## src/rtl/branch_target_buffer.sv

```systemverilog
// Direct-mapped tagged branch target buffer for the fetch stage.
// Combinational lookup forms the predicted next PC; resolved EX outcomes write entries.
module branch_target_buffer #(
  parameter int unsigned ENTRY_BITS = 4,
  parameter int unsigned XLEN       = 32
) (
  input  logic            clk,
  input  logic            reset,
  input  logic            fetch_valid,
  input  logic [XLEN-1:0] fetch_pc,
  input  logic            bp_prediction,
  output logic            btb_hit,
  output logic            btb_is_jump,
  output logic            pred_taken,
  output logic [XLEN-1:0] pred_target,
  output logic [XLEN-1:0] next_pc,
  input  logic            upd_valid,
  input  logic [XLEN-1:0] upd_pc,
  input  logic [XLEN-1:0] upd_target,
  input  logic            upd_is_jump,
  input  logic            upd_taken,
  output logic [31:0]     lookup_count,
  output logic [31:0]     hit_count
);

  localparam int unsigned ENTRIES = 1 << ENTRY_BITS;
  localparam int unsigned TAG_W   = XLEN - ENTRY_BITS - 2;

  logic [ENTRIES-1:0] valid_q;
  logic [ENTRIES-1:0] jump_q;
  logic [TAG_W-1:0]   tag_q    [ENTRIES];
  logic [XLEN-1:0]    target_q [ENTRIES];

  logic [ENTRY_BITS-1:0] fetch_idx;
  logic [TAG_W-1:0]      fetch_tag;
  logic [ENTRY_BITS-1:0] upd_idx;
  logic [TAG_W-1:0]      upd_tag;
  logic                  upd_write;
  logic                  unused_upd_lsb;

  assign fetch_idx      = fetch_pc[ENTRY_BITS+1:2];
  assign fetch_tag      = fetch_pc[XLEN-1:ENTRY_BITS+2];
  assign upd_idx        = upd_pc[ENTRY_BITS+1:2];
  assign upd_tag        = upd_pc[XLEN-1:ENTRY_BITS+2];
  assign unused_upd_lsb = ^upd_pc[1:0];

  // A not-taken jump cannot occur; it is written as if taken.
  assign upd_write = upd_valid && (upd_taken || upd_is_jump);

  // Lookup against current table state (no bypass from a same-cycle update).
  always_comb begin
    btb_hit     = 1'b0;
    btb_is_jump = 1'b0;
    pred_taken  = 1'b0;
    pred_target = '0;
    if (fetch_valid && valid_q[fetch_idx] && (tag_q[fetch_idx] == fetch_tag)) begin
      btb_hit     = 1'b1;
      btb_is_jump = jump_q[fetch_idx];
      pred_target = target_q[fetch_idx];
      pred_taken  = jump_q[fetch_idx] || bp_prediction;
    end
    next_pc = pred_taken ? pred_target : (fetch_pc + XLEN'(4));
  end

  // Valid bits are the only table state that needs clearing.
  always_ff @(posedge clk) begin
    if (reset) begin
      valid_q <= '0;
    end else if (upd_write) begin
      valid_q[upd_idx] <= 1'b1;
    end
  end

  always_ff @(posedge clk) begin
    if (!reset && upd_write) begin
      tag_q[upd_idx]    <= upd_tag;
      target_q[upd_idx] <= upd_target;
      jump_q[upd_idx]   <= upd_is_jump;
    end
  end

  // Performance counters, free-running with natural 32-bit wrap.
  always_ff @(posedge clk) begin
    if (reset) begin
      lookup_count <= '0;
      hit_count    <= '0;
    end else begin
      if (fetch_valid) lookup_count <= lookup_count + 32'd1;
      if (btb_hit)     hit_count    <= hit_count + 32'd1;
    end
  end

endmodule

```

## config.mk

```make
export PLATFORM = sky130hd
export DESIGN_NAME = branch_target_buffer
export DESIGN_NICKNAME = d
export VERILOG_FILES = /design/src/rtl/branch_target_buffer.sv
export SDC_FILE = /design/constraint.sdc
export NUM_CORES = 1
export LEC_CHECK = 0
export CORE_MARGIN = 10
export CORE_UTILIZATION = 55
export DETAILED_ROUTE_END_ITERATION = 6
export GPL_TIMING_DRIVEN = 0
export PLACE_DENSITY_LB_ADDON = 0.25
export SLEW_MARGIN = 5
export SYNTH_ARGS = -nofsm -noshare
export SYNTH_HDL_FRONTEND = slang
export SYNTH_SLANG_ARGS = --single-unit
```

## constraint.sdc

```tcl
create_clock -name clk -period 12.7 [get_ports clk]
set_input_delay 3.81 -clock clk [delete_from_list [all_inputs] [get_ports clk]]
set_output_delay 3.81 -clock clk [all_outputs]
set_load 0.05 [all_outputs]
```

==> flow_summary.toml <==
[run_status]
outcome = "finished, violations left"
violations = "DRC"

[finish]
fin_nets = 2629
final_cell_count_no_fill = 3578
drive_above_1_share = 0.2327
final_util = 0.6607
seq_area_sq_um = 29950
multi_input_area_sq_um = 10640
syn_to_final_growth_pct = 19.43
nFillCells = 4953

[hold_path]
hp-class = "reg2reg"

[critical_path]
r2r_start = "tag_q[9][15]$_DFFE_PP_"
cp.arrival_ns = 8.82
crit_start = "fetch_pc[2]"
critPathTopFamily = "buffers and inverters"
cp_slowest_cell = "clkdlybuf4s50_1"
worstSetupEndpointType = "output pin"
crit_chain = "clkdlybuf4s50_1 -> buf_4 -> buf_4 -> buf_4 -> buf_4 -> mux2i_1 -> xor2_1 -> or4_1 -> nor3_2 -> nand4_4 -> clkbuf_2 -> clkbuf_2 -> nor2b_1 -> clkdlybuf4s15_2"
crit_fanout = 10
crit_end = "pred_target[13]"
critPathKind = "in2out"
cpPeakStageDelay_ns = 0.63
critPathLaunchType = "primary input"
crit_required_ns = 8.89
crit_top_cell = "buf_4"
r2r_setup_slack_ns = 8.88
cp.buffers_inverters = 8
crit_cells = 14
rr_worst_depth = 10
r2r_end = "hit_count[19]$_SDFFE_PP0P_"

[yosys]
postSynthAreaPerCell_sq_um = 19.35
synth_area_leaders = "edfxtp_1, mux4_2, dfxtp_1"
synthArstFlopShare = 0
yosysTopAreaCellShare = 0.6894
synth_edf_count = 944
yosys.area.top_type = "edfxtp_1"
synthAdderAreaFrac = 0.0009129
synth_area_sq_um = 41120
yosys-mux-area-fraction = 0.1658
synth_nets = 2231
synthXorXnorAreaFrac = 0.01576
synth_top_family_by_area = "multiplexers"
synthFlopType = "edfxtp_1"
synthCells = 2125
synth_compound_area_frac = 0.02845
synth-simple-area-share = 0.04470
ys_ff_latch = 1024
synthDistinctLibCells = 63
yosysSeqAreaShare = 0.7284
ys_warn_count = 0

[sta]
finalSetupTns_ns = 0
worst_slew_pin_slew_ns = 1.195
rsz0062_at_grt = "no"
finalCritPeriodShare = 0.9945
setup_viol = 0
skew_ns = 0.01756
hold_viol_final = 0
max_clock_freq_mhz = 79.18
maxSlewViolCount = 0
maxSlewHeadroom = 0.2036
layout_min_cycle_time_ns = 12.63

[route]
drtIter0Drc = 3013
vias = 23140
drt-wirelength-per-cell_um = 31.84
ant_nets = 0
dr.pass1.iters = 7
via_per_inst = 6.466
drc = 8
finalWirelength_um = 113900

[global_route]
grt_pass1_vias = 23350
grt_remaining_overflow = 0
grt_usage = 0.2642
antenna_found_initial = 9
grt_max_degree = 23
grt_pass1_wl_um = 164400

[clock_tree]
root_buffer = "clkbuf_16"
cts_tree = "done"
cts_max_level = 3
clock_sinks = 1024
cts_buffer_depth = 3
insertion_delay_ns = 0.67
clkSlewWorstSetupHoldPaths_ns = 0.06
cts_buffers = 100

[floorplan]
dieWidth_um = 293.4
die_h_um = 293.4
start_util = 0.5532
num_io_pins = 234
core_area_sq_um = 74320
die-area_sq_um = 86100
num_rows = 100

[power]
pwr_density_cell_nw_per_um2 = 144.0
vdd_drop_max_mv = 0.1245
leakage_nw = 16.25

[place]
port_buffers = 223
dp.cells = 3390
gp_congestion = 0.8491
dp_hpwl_um = 77570

[job]
maxCapViolCount = 0
[worst min path at each step]
stage | startpoint | to | depth (start not counted)
after global routing | valid_q[6]$_SDFFE_PP0P_ | valid_q[6]$_SDFFE_PP0P_ | 1
after CTS | valid_q[6]$_SDFFE_PP0P_ | valid_q[6]$_SDFFE_PP0P_ | 1
after detailed placement | valid_q[15]$_SDFFE_PP0P_ | valid_q[15]$_SDFFE_PP0P_ | 1
after floorplan | valid_q[10]$_SDFFE_PP0P_ | valid_q[10]$_SDFFE_PP0P_ | 1
final | valid_q[5]$_SDFFE_PP0P_ | valid_q[5]$_SDFFE_PP0P_ | 1
after global placement | valid_q[6]$_SDFFE_PP0P_ | valid_q[6]$_SDFFE_PP0P_ | 1
[worst reg2reg max path: stages (launching register included)]
cell and delay (ns):
edfxtp_1 0.40, mux4_2 0.47, mux4_2 0.48, xor2_1 0.16, or4_1 0.60, nor3_2 0.26, nand4_4 0.24, buf_6 0.29
clkbuf_1 0.26, o31ai_1 0.40, a21oi_1 0.11
[synthesized netlist by cell type, types with 3 or more instances]
cell       instances
and3_1            20
inv_1             17
a211oi_1           4
xor2_1            36
xnor2_1           38
or4_1             20
nand2b_1           4
mux2i_1          104
mux2_2            39
o2111ai_1          6
a22oi_1           21
nor3_1            13
nand3_1           45
a221oi_1           8
o21ai_0           23
a21o_1            19
buf_6              6
o211ai_1           3
and2_1             6
o22ai_1            5
nand4_1           18
and4_1             7
a21oi_1           43
or3_1             24
nor2_1            66
nand2_1           55
mux4_2           237
buf_4             10
buf_1              5
dfxtp_1           80
a22o_1             9
clkbuf_1          57
edfxtp_1         944
buf_2             32
ha_1               3
nor3b_1            4
o31ai_1           17
nor2b_1           46
[where the power goes]
group          total (mW)  switching (mW)  internal, mW
clock                2.90            1.26          1.64
combinational       0.449           0.273         0.177
sequential           3.72         0.00878          3.71
[cell usage in the layout (no fill, tap or decap), types with 13 or more instances in the layout]
master | netlist | final
clkinv_1 | 1 | 21
a22oi_1 | 21 | 21
nor2_4 | 0 | 13
nor2_1 | 66 | 54
clkbuf_16 | 0 | 102
nor2b_1 | 46 | 46
buf_2 | 32 | 18
or3_1 | 24 | 24
xor2_1 | 36 | 36
nand2_1 | 55 | 55
mux2i_1 | 104 | 104
and3_1 | 20 | 20
buf_6 | 6 | 22
buf_4 | 10 | 41
o21ai_0 | 23 | 23
nand3_1 | 45 | 45
edfxtp_1 | 944 | 944
dlygate4sd2_1 | 0 | 53
clkinv_2 | 0 | 27
clkbuf_1 | 57 | 52
mux2_2 | 39 | 39
dfxtp_1 | 80 | 80
buf_12 | 1 | 28
clkdlybuf4s50_1 | 0 | 156
mux4_2 | 237 | 237
nand4_1 | 18 | 18
o31ai_1 | 17 | 17
a21oi_1 | 43 | 43
xnor2_1 | 38 | 38
or4_1 | 20 | 20
inv_1 | 17 | 17
a21o_1 | 19 | 19
clkbuf_2 | 0 | 27
[per-stage QoR]
step	power [mW]	instance area, sq um	setup WS, ns	hold WS [ns]
after floorplan	4.034	41120	1.370	0.4211
after global placement	4.222	44560	-2.840	0.4274
after detailed placement	4.238	45870	-1.065	0.4374
after CTS	7.094	49110	0.01483	0.4528
after global routing	7.248	49100	0.01062	0.4748
final	7.072	49110	0.07026	0.4542
[registers in the layout (all words and copies together) (netlist names)]
name / count
valid_q: 16
target_q: 512
hit_count: 32
jump_q: 16
lookup_count: 32
tag_q: 416
[metal layers]
metal / track usage / part of all wire
met3: 0.06143 / 0.10
met1: 0.3496 / 0.38
met2: 0.4368 / 0.50
met4: 0.07356 / 0.026
met5: 0 / 0.00050
[layout make-up]
class,instances,area share
sequential,1024,0.6099
multi-input combinational,969,0.2167
timing repair buffer,298,0.06856
clock buffer,118,0.05320
tap,969,0.02469
buffer,111,0.01330
clock inverter,65,0.01195
inverter,19,0.001452
antenna,5,0.0002548
[repair_timing]
| action | CTS | global route |
|---|---|---|
| gates resized for setup | 111 | 22 |
| hold buffers | 0 | 0 |
| setup endpoints to repair | 67 | 24 |
| pin swaps | 1 | 0 |
| setup buffers | 2 | 0 |
[cells by family after synthesis]
group           Yosys count
flops                  1024
buf+inv                 132
mux                     380
simple gates            339
fa+ha+maj                 3
xor+xnor                 74
compound gates          173
(Power assumes the default switching activity.)
